### config.mk
export PLATFORM = sky130hd
export DESIGN_NAME = booth_mult_unit
export DESIGN_NICKNAME = d
export VERILOG_FILES = /design/src/rtl/booth_mult_unit.sv
export SDC_FILE = /design/constraint.sdc
export NUM_CORES = 1
export LEC_CHECK = 0
export BUFFER_PORTS_ARGS = -buffer_cell sky130_fd_sc_hd__buf_2
export CAP_MARGIN = 20
export CORE_ASPECT_RATIO = 2
export CORE_MARGIN = 5
export CORE_UTILIZATION = 60
export DETAILED_ROUTE_END_ITERATION = 16
export PLACE_DENSITY = 0.94
export SLEW_MARGIN = 10
export SYNTH_ARGS = -nofsm -noshare
export SYNTH_HDL_FRONTEND = slang
export SYNTH_SLANG_ARGS = --single-unit
### constraint.sdc
create_clock -name clock -period 12.8 [get_ports clock]
set_input_delay 2.56 -clock clock [delete_from_list [all_inputs] [get_ports clock]]
set_output_delay 2.56 -clock clock [all_outputs]
set_load 0.005 [all_outputs]
### src/rtl/booth_mult_unit.sv
// Sequential signed WIDTH x WIDTH radix-2 Booth multiplier.
// A start pulse loads the operands, WIDTH iterations run one per clock, and a
// one-cycle ready strobe accompanies the registered product and overflow flag.
module booth_mult_unit #(
  parameter int WIDTH = 32
) (
  input  logic                 clock,
  input  logic                 reset,
  input  logic                 ctrl_MULT,
  input  logic [WIDTH-1:0]     multiplicand,
  input  logic [WIDTH-1:0]     multiplier,
  output logic [WIDTH-1:0]     data_result,
  output logic [2*WIDTH-1:0]   product,
  output logic                 data_exception,
  output logic                 data_resultRDY,
  output logic                 busy
);

  typedef enum logic [1:0] {IDLE, RUN, DONE} state_t;

  localparam int             CW   = $clog2(WIDTH + 1);
  localparam logic [CW-1:0]  LAST = CW'(WIDTH - 1);

  state_t             state_reg;
  logic [WIDTH-1:0]   m_reg;
  // One guard bit so that subtracting the most negative M cannot wrap.
  logic [WIDTH:0]     acc_reg;
  logic [WIDTH-1:0]   q_reg;
  logic               q1_reg;
  logic [CW-1:0]      count_reg;

  logic [WIDTH:0]     m_ext;
  logic [WIDTH:0]     sum_next;
  logic [WIDTH:0]     acc_next;
  logic [WIDTH-1:0]   q_next;
  logic               q1_next;
  logic [2*WIDTH-1:0] product_next;
  logic               exc_next;

  // One Booth step: add/subtract M by {Q[0], q_1}, then arithmetic shift right.
  always_comb begin
    m_ext = {m_reg[WIDTH-1], m_reg};
    case ({q_reg[0], q1_reg})
      2'b01:   sum_next = acc_reg + m_ext;
      2'b10:   sum_next = acc_reg - m_ext;
      default: sum_next = acc_reg;
    endcase
    acc_next     = {sum_next[WIDTH], sum_next[WIDTH:1]};
    q_next       = {sum_next[0], q_reg[WIDTH-1:1]};
    q1_next      = q_reg[0];
    product_next = {acc_next[WIDTH-1:0], q_next};
    // Overflow when the upper half plus the result sign bit are not a pure sign extension.
    exc_next     = !((&product_next[2*WIDTH-1:WIDTH-1]) ||
                     !(|product_next[2*WIDTH-1:WIDTH-1]));
  end

  // Control FSM and datapath; a start pulse wins over every other action.
  always_ff @(posedge clock or posedge reset) begin
    if (reset) begin
      state_reg      <= IDLE;
      m_reg          <= '0;
      acc_reg        <= '0;
      q_reg          <= '0;
      q1_reg         <= 1'b0;
      count_reg      <= '0;
      data_result    <= '0;
      product        <= '0;
      data_exception <= 1'b0;
      data_resultRDY <= 1'b0;
      busy           <= 1'b0;
    end else if (ctrl_MULT) begin
      state_reg      <= RUN;
      m_reg          <= multiplicand;
      acc_reg        <= '0;
      q_reg          <= multiplier;
      q1_reg         <= 1'b0;
      count_reg      <= '0;
      data_resultRDY <= 1'b0;
      busy           <= 1'b1;
    end else begin
      case (state_reg)
        RUN: begin
          acc_reg   <= acc_next;
          q_reg     <= q_next;
          q1_reg    <= q1_next;
          count_reg <= count_reg + 1'b1;
          if (count_reg == LAST) begin
            state_reg      <= DONE;
            product        <= product_next;
            data_result    <= q_next;
            data_exception <= exc_next;
            data_resultRDY <= 1'b1;
            busy           <= 1'b0;
          end
        end
        DONE: begin
          state_reg      <= IDLE;
          data_resultRDY <= 1'b0;
        end
        default: begin
          state_reg      <= IDLE;
        end
      endcase
    end
  end

endmodule

* After elaboration in Yosys (flattened, before gate mapping)
Cells that the tools add are included.
** Storage, ports and cells
- Bits in registers :: 205
- Latch bits :: 0
- Bits in writable memories :: 0
- ROM bits :: 0
- Bits of input ports :: 67
- Word-level logic and storage cells :: 50
- Memories kept :: 0
** Operators by class
- Add/sub/neg operators :: 3
- $mul :: 0
- Div/mod/pow operators :: 0
- Order comparisons :: 0
- Equality and inequality tests :: 6
- Shift operators :: 0
- Multiplexer cells :: 18
- Bitwise logic cells :: 1
- Reductions and logical operators :: 11
** Operator list (number)
- $mux W33 :: 2
- $pmux W33 S2 :: 1
- $mux W32 :: 2
- $add A33 B33 Y33 :: 1
- $reduce_and A33 Y1 :: 1
- $reduce_or A33 Y1 :: 1
- $sub A33 B33 Y33 :: 1
- $mux W6 :: 2
- $mux W1 :: 7
- $add A6 B1 Y6 const B :: 1
- $eq A6 B5 Y1 const B :: 1
- $mux W2 :: 3
- $eq A2 B1 Y1 const B :: 2
- $eq A2 B2 Y1 const B :: 2
- $reduce_and A2 Y1 :: 2
- $reduce_bool A2 Y1 :: 2
- $ne A3 B3 Y1 const B :: 1
- $reduce_and A3 Y1 :: 1
- $reduce_bool A3 Y1 :: 1
- $logic_not A1 Y1 :: 2
- $pmux W1 S2 :: 1
- $logic_or A1 B1 Y1 :: 1
- $not A1 Y1 :: 1

* Depth between registers and ports, before layout
- Depth in word-level cells :: 6
- Mapped depth :: 21

* Least setup slack after synthesis
No wires, ideal clock.
- Path type :: flip-flop to flip-flop
- Start point :: register m_reg[2]
- End point :: register data_exception
- Setup time :: 0.130 ns
- Arrival time :: 4.324 ns
- Required time :: 12.670 ns
- Slack :: 8.347 ns
- Stages on the path, launching flop included :: 22
- Clock period less this slack :: 4.453 ns
- Cell sequence :: dfrtp_1 nor3_2 nand2_1 nor4_1 nand2b_1 nor2_1 nand2_1 nor3_1 a21oi_1 xnor2_1 ha_1 nand2_1 nor4_1 a31o_1 a21oi_1 o21ai_1 nand4_1 o311ai_1 nor4_2 or4_1 nor4bb_1 nor3_1
** On the way
- Word-level cells in the longest chain between the ends :: 6
- Elaborated cells between the ends (all ways) :: 8
** Ends and longest elaborated chain
- start, declared :: RTL line 25 : logic [WIDTH-1:0] m_reg;
- start signal, assigned :: RTL line 73 : m_reg <= multiplicand;
- $sub A33 B33 Y33 or $add A33 B33 Y33 (tied branches) :: RTL line 45, 44
- $pmux W33 S2 * :: RTL line 43 : case ({q_reg[0], q1_reg})
- $reduce_or A33 Y1 :: RTL line 54 : !(|product_next[2*WIDTH-1:WIDTH-1]));
- $logic_not A1 Y1 :: RTL line 54
- $logic_or A1 B1 Y1 * :: RTL line 53 : exc_next = !((&product_next[2*WIDTH-1:WIDTH-1]) ||
- $logic_not A1 Y1 * :: RTL line 53
- end signal, assigned :: RTL line 91 : data_exception <= exc_next;
- end, declared :: RTL line 14 : output logic data_exception,
Mark *: on every way between the ends. The rest lies on a longest branch, timed or not.
A chain may end at the register's enable or synchronous reset.

* Worst setup path after layout
Same ends and word-level chain as after synthesis.

==> run summary <==
For the number of placement rows, the log shows 68. TritonCTS built the clock tree. In this run the count of I/O pins placed on the die edge is 166. For the internal power, the log shows 1240 µW.

The synthesized design devotes to its leading area cell type 41.5% of total area. The die outline width is 103 µm. In this run, the number of DRC markers left after iteration 0 of detailed routing was 555.

By area the synthesized netlist is led by sky130_fd_sc_hd__dfrtp_1, sky130_fd_sc_hd__mux2_2, sky130_fd_sc_hd__mux2i_1. The share of the clock period used by the worst path after layout was 43.2%. Of all cell types, the one taking the most synthesized area is sky130_fd_sc_hd__dfrtp_1. The run gives 1194 as the post-synthesis net count.

At the end of routability-driven placement, the weighted congestion stood at 0.920. In the final layout, the share of cells above drive strength 1 is 24.4%. The run gives 2 as the maximum buffer depth of the clock tree. The H-tree generated during clock tree synthesis spans 4 levels. Based on the critical path, the design can be clocked at up to 181 MHz. The worst-margin pin slew is 940 ps, and the switching share of power is 39.4%. The logs give 0 for the final-report hold violation count and 27900 µm for the routed wire length.

The logs give 36.8% for the remaining max-slew budget at the tightest pin and 809 µW for the power dissipated by switching net loads. The area occupied by registers is 4300 µm², and the TritonCTS buffer count is 17. In the synthesized netlist, the number of instances is 1091. For the number of resized instances in the post-cts repair step, the log shows 0.

For this design, the sink count on the clock tree is 172. The tools report the number of antenna violations at the first check in global routing as 0. The total power per unit cell area works out to 175 nW/µm². The logs give 440 ps for the insertion delay of the later-clocked pin in the worst-skew pair and 1228 for the number of filler cells placed in the layout.

Multi-input logic area: 5500 µm². The number of flip-flops in the largest register came out at 33. In this run the tool buffered the top-level ports with 165 buffer cells. Entering global routing, the biggest net connects 89 pins. In this run the standard cell core region covers 17100 µm².

The mean area per synthesized cell was 9.50 µm². Setup repair after global routing left no endpoint under its margin. In this run the clock root is driven by a sky130_fd_sc_hd__clkbuf_16. For this design, the CTS-stage hold fixing added 0 buffers.

VDD sags by at most 0.171 mV. The max-capacitance violation count came out at 0. For this block, the via count after detailed routing is 8768. The flow ran to the end, and the final reports show no timing, DRC or antenna violations. Once the floorplan was initialized, standard cells occupied 60.6% of the core. STA classifies the critical path startpoint as a flop. The detailed-route vias per instance is 6.21. After clock tree synthesis, the clock-pin slew on the worst setup and hold paths is 70 ps.

The pre-antenna-repair detailed-routing pass consisted of 7 iterations. The fraction of power consumed by combinational cells came out at 40.1%. The worst hold path belongs to the class reg -> reg. Once detailed placement completed, the half-perimeter wirelength came to 19800 µm. More flip-flops sit in one register than any other, and that register is product. The die outline height was 196 µm. Global routing finished with a remaining overflow of 0. The part of the total power dissipated in sequential elements was 32.9%; the cell area after technology mapping was 10400 µm². Data on the critical path arrives at its endpoint at 5850 ps. During synthesis, Yosys emitted a total of 0 warnings. Of the total power, the clock network draws 27.0%. The wire length of the first global-routing pass is 45500 µm.

The logs give 0 for the number of antenna-violating nets in the routed design and 13120 ps for the worst endpoint required time. For this design the static power due to leakage is 0.00575 µW. The number of setup buffers added after CTS is 0, and the number of global-route vias before repair is 8975. For this run, the total global-route usage over all layers was measured as 28.4%. The number of enable flip-flop cells after synthesis works out to 0. The worst setup path is captured at a flop. The number of antenna diodes in the final layout is 0.

The count of final max-slew check failures is 0. The final standard cell utilization of the core was 68.4%; the routed length per placed instance was 19.8 µm. Setup violations remaining at the end of the flow were counted as 0. In the synthesized netlist the async set-or-reset flop fraction comes to 100%. The most frequently used flop master after synthesis is sky130_fd_sc_hd__dfrtp_1. The synthesized flop and latch total is 172, and the maximum clock skew at final layout is 10.5 ps. The worst-case register-to-register setup slack is 7270 ps.

The area of the die is 20200 µm², and the area overhead of the layout relative to synthesis is 12.9%. The synthesized netlist contains 75 unique library cells. The worst path in the final design needs a cycle of 5530 ps, including I/O delays and setup. Start-to-end type of the worst setup path: reg -> reg.

Adding up every negative setup slack in the final design gives 0 ps. In this run the worst path has a maximum fanout of 6. Net count reported at finish: 1292. The share of the yosys chip area belonging to registers is 41.5%, and the number of DRC violations after detailed routing is 0.
## cells in the final DEF (no fill, tap or decap), types with 4 or more instances in the layout
cell type                   instances
sky130_fd_sc_hd__or4_1              4
sky130_fd_sc_hd__nor3_1            24
sky130_fd_sc_hd__nand2b_1          13
sky130_fd_sc_hd__nand4_1           15
sky130_fd_sc_hd__a21boi_0           4
sky130_fd_sc_hd__a31oi_1            8
sky130_fd_sc_hd__o31a_1             5
sky130_fd_sc_hd__mux2_2            66
sky130_fd_sc_hd__buf_4             10
sky130_fd_sc_hd__o211ai_1          10
sky130_fd_sc_hd__or2_2              4
sky130_fd_sc_hd__o21ai_1           12
sky130_fd_sc_hd__nand2_1           94
sky130_fd_sc_hd__buf_2            164
sky130_fd_sc_hd__a21o_1            11
sky130_fd_sc_hd__clkbuf_16         17
sky130_fd_sc_hd__xnor2_1           43
sky130_fd_sc_hd__and2_1             5
sky130_fd_sc_hd__a21oi_1           79
sky130_fd_sc_hd__o21ai_0           51
sky130_fd_sc_hd__xor2_1             9
sky130_fd_sc_hd__a211oi_1          31
sky130_fd_sc_hd__o211a_1            4
sky130_fd_sc_hd__nor4_1             9
sky130_fd_sc_hd__o21a_1            14
sky130_fd_sc_hd__mux2i_1           46
sky130_fd_sc_hd__ha_1              35
sky130_fd_sc_hd__nor2_1           113
sky130_fd_sc_hd__dfrtp_1          172
sky130_fd_sc_hd__nor2b_1            5
sky130_fd_sc_hd__and3_1             9
sky130_fd_sc_hd__inv_1             21
sky130_fd_sc_hd__a221oi_1           4
sky130_fd_sc_hd__nand3_1            9
## through the flow
step                      area, µm²  instances  total power (µW)  worst slack, ps  hold slack [ps]
after CTS                     11700       1411              2040             7330              514
final                         11700       1412              2050             7270              510
after global routing          11700       1412              2170             6800              529
after detailed placement      11000       1379              1480             7370              498
after floorplan               10400       1091              1270             5580              483
after global placement        11000       1379              1460             7480              472
## cell usage after synthesis, drive strengths merged (14+ instances only)
master,count
nand2,94
ha,35
nor2,113
nand4,15
inv,22
mux2,67
buf,52
o21a,14
dfrtp,172
o21ai,65
a211oi,32
mux2i,46
xnor2,43
a21oi,80
clkbuf,44
nor3,26
## worst max-delay path, stage by stage (launching register included)
cell and delay [ps]:
sky130_fd_sc_hd__dfrtp_1 440, sky130_fd_sc_hd__nor3_2 280, sky130_fd_sc_hd__nand2_1 110, sky130_fd_sc_hd__nor4_1 480
sky130_fd_sc_hd__nand2b_1 150, sky130_fd_sc_hd__nor2_1 360, sky130_fd_sc_hd__nand2_1 100, sky130_fd_sc_hd__nor3_1 370
sky130_fd_sc_hd__a21oi_1 150, sky130_fd_sc_hd__xnor2_1 150, sky130_fd_sc_hd__ha_1 380, sky130_fd_sc_hd__nand2_1 110
sky130_fd_sc_hd__nor4_1 580, sky130_fd_sc_hd__nand3_1 150, sky130_fd_sc_hd__o21ai_1 330, sky130_fd_sc_hd__nand4_1 180
sky130_fd_sc_hd__o311ai_1 150, sky130_fd_sc_hd__nor4_2 130, sky130_fd_sc_hd__or4_1 440, sky130_fd_sc_hd__nor4bb_1 300
sky130_fd_sc_hd__nor3_1 70
## worst paths after layout
| path | start | endpoint | cells past startpoint |
|---|---|---|---|
| worst max-delay path | m_reg[2] | data_exception | 20 |
| worst min-delay path | product[38] | product[38] | 1 |
| worst max register to register | m_reg[2] | data_exception | 20 |
| worst min register to register | product[38] | product[38] | 1 |
| max in group asynchronous | reset | data_result[30] | 4 |
| min in group asynchronous | reset | data_result[2] | 2 |
## cells by family (layout without fill, tap and decap cells)
group                    after synthesis  after routing  share of synthesized area (%)
adder cells (fa/ha/maj)               36             36                           4.42
buffers and inverters                118            229                           5.57
AND/OR/NAND/NOR                      333            333                           15.7
flip-flops                           172            172                           41.5
XOR/XNOR                              52             52                           4.39
multiplexers                         113            113                           11.7
AO/OA/AOI/OAI                        267            267                           16.6
## per-layer routing
layer	up-vias	part of all wire (%)	GRT usage (%)
met5	-	0	0
li1	4093	-	-
met3	80	7.6	6.30
met4	0	4.5	13.5
met1	4202	40	37.1
met2	393	48	44.3
## power groups by stage
stage	Clock (µW)	Sequential [µW]	Combinational [µW]
after floorplan	0	654	616
after global placement	0	677	783
after detailed placement	0	680	797
after CTS	557	672	807
after global routing	584	681	901
final	553	675	822
## layout make-up
class                   instances  share of cell area, %
clock buffers                  19                   3.79
clock inverters                13                   1.54
inverters                      22                  0.749
multi-input cells             801                   47.0
flip-flops and latches        172                   36.8
well taps                     210                   2.25
repair buffers                175                   7.89
No activity file was read; power rests on OpenSTA's default activity.
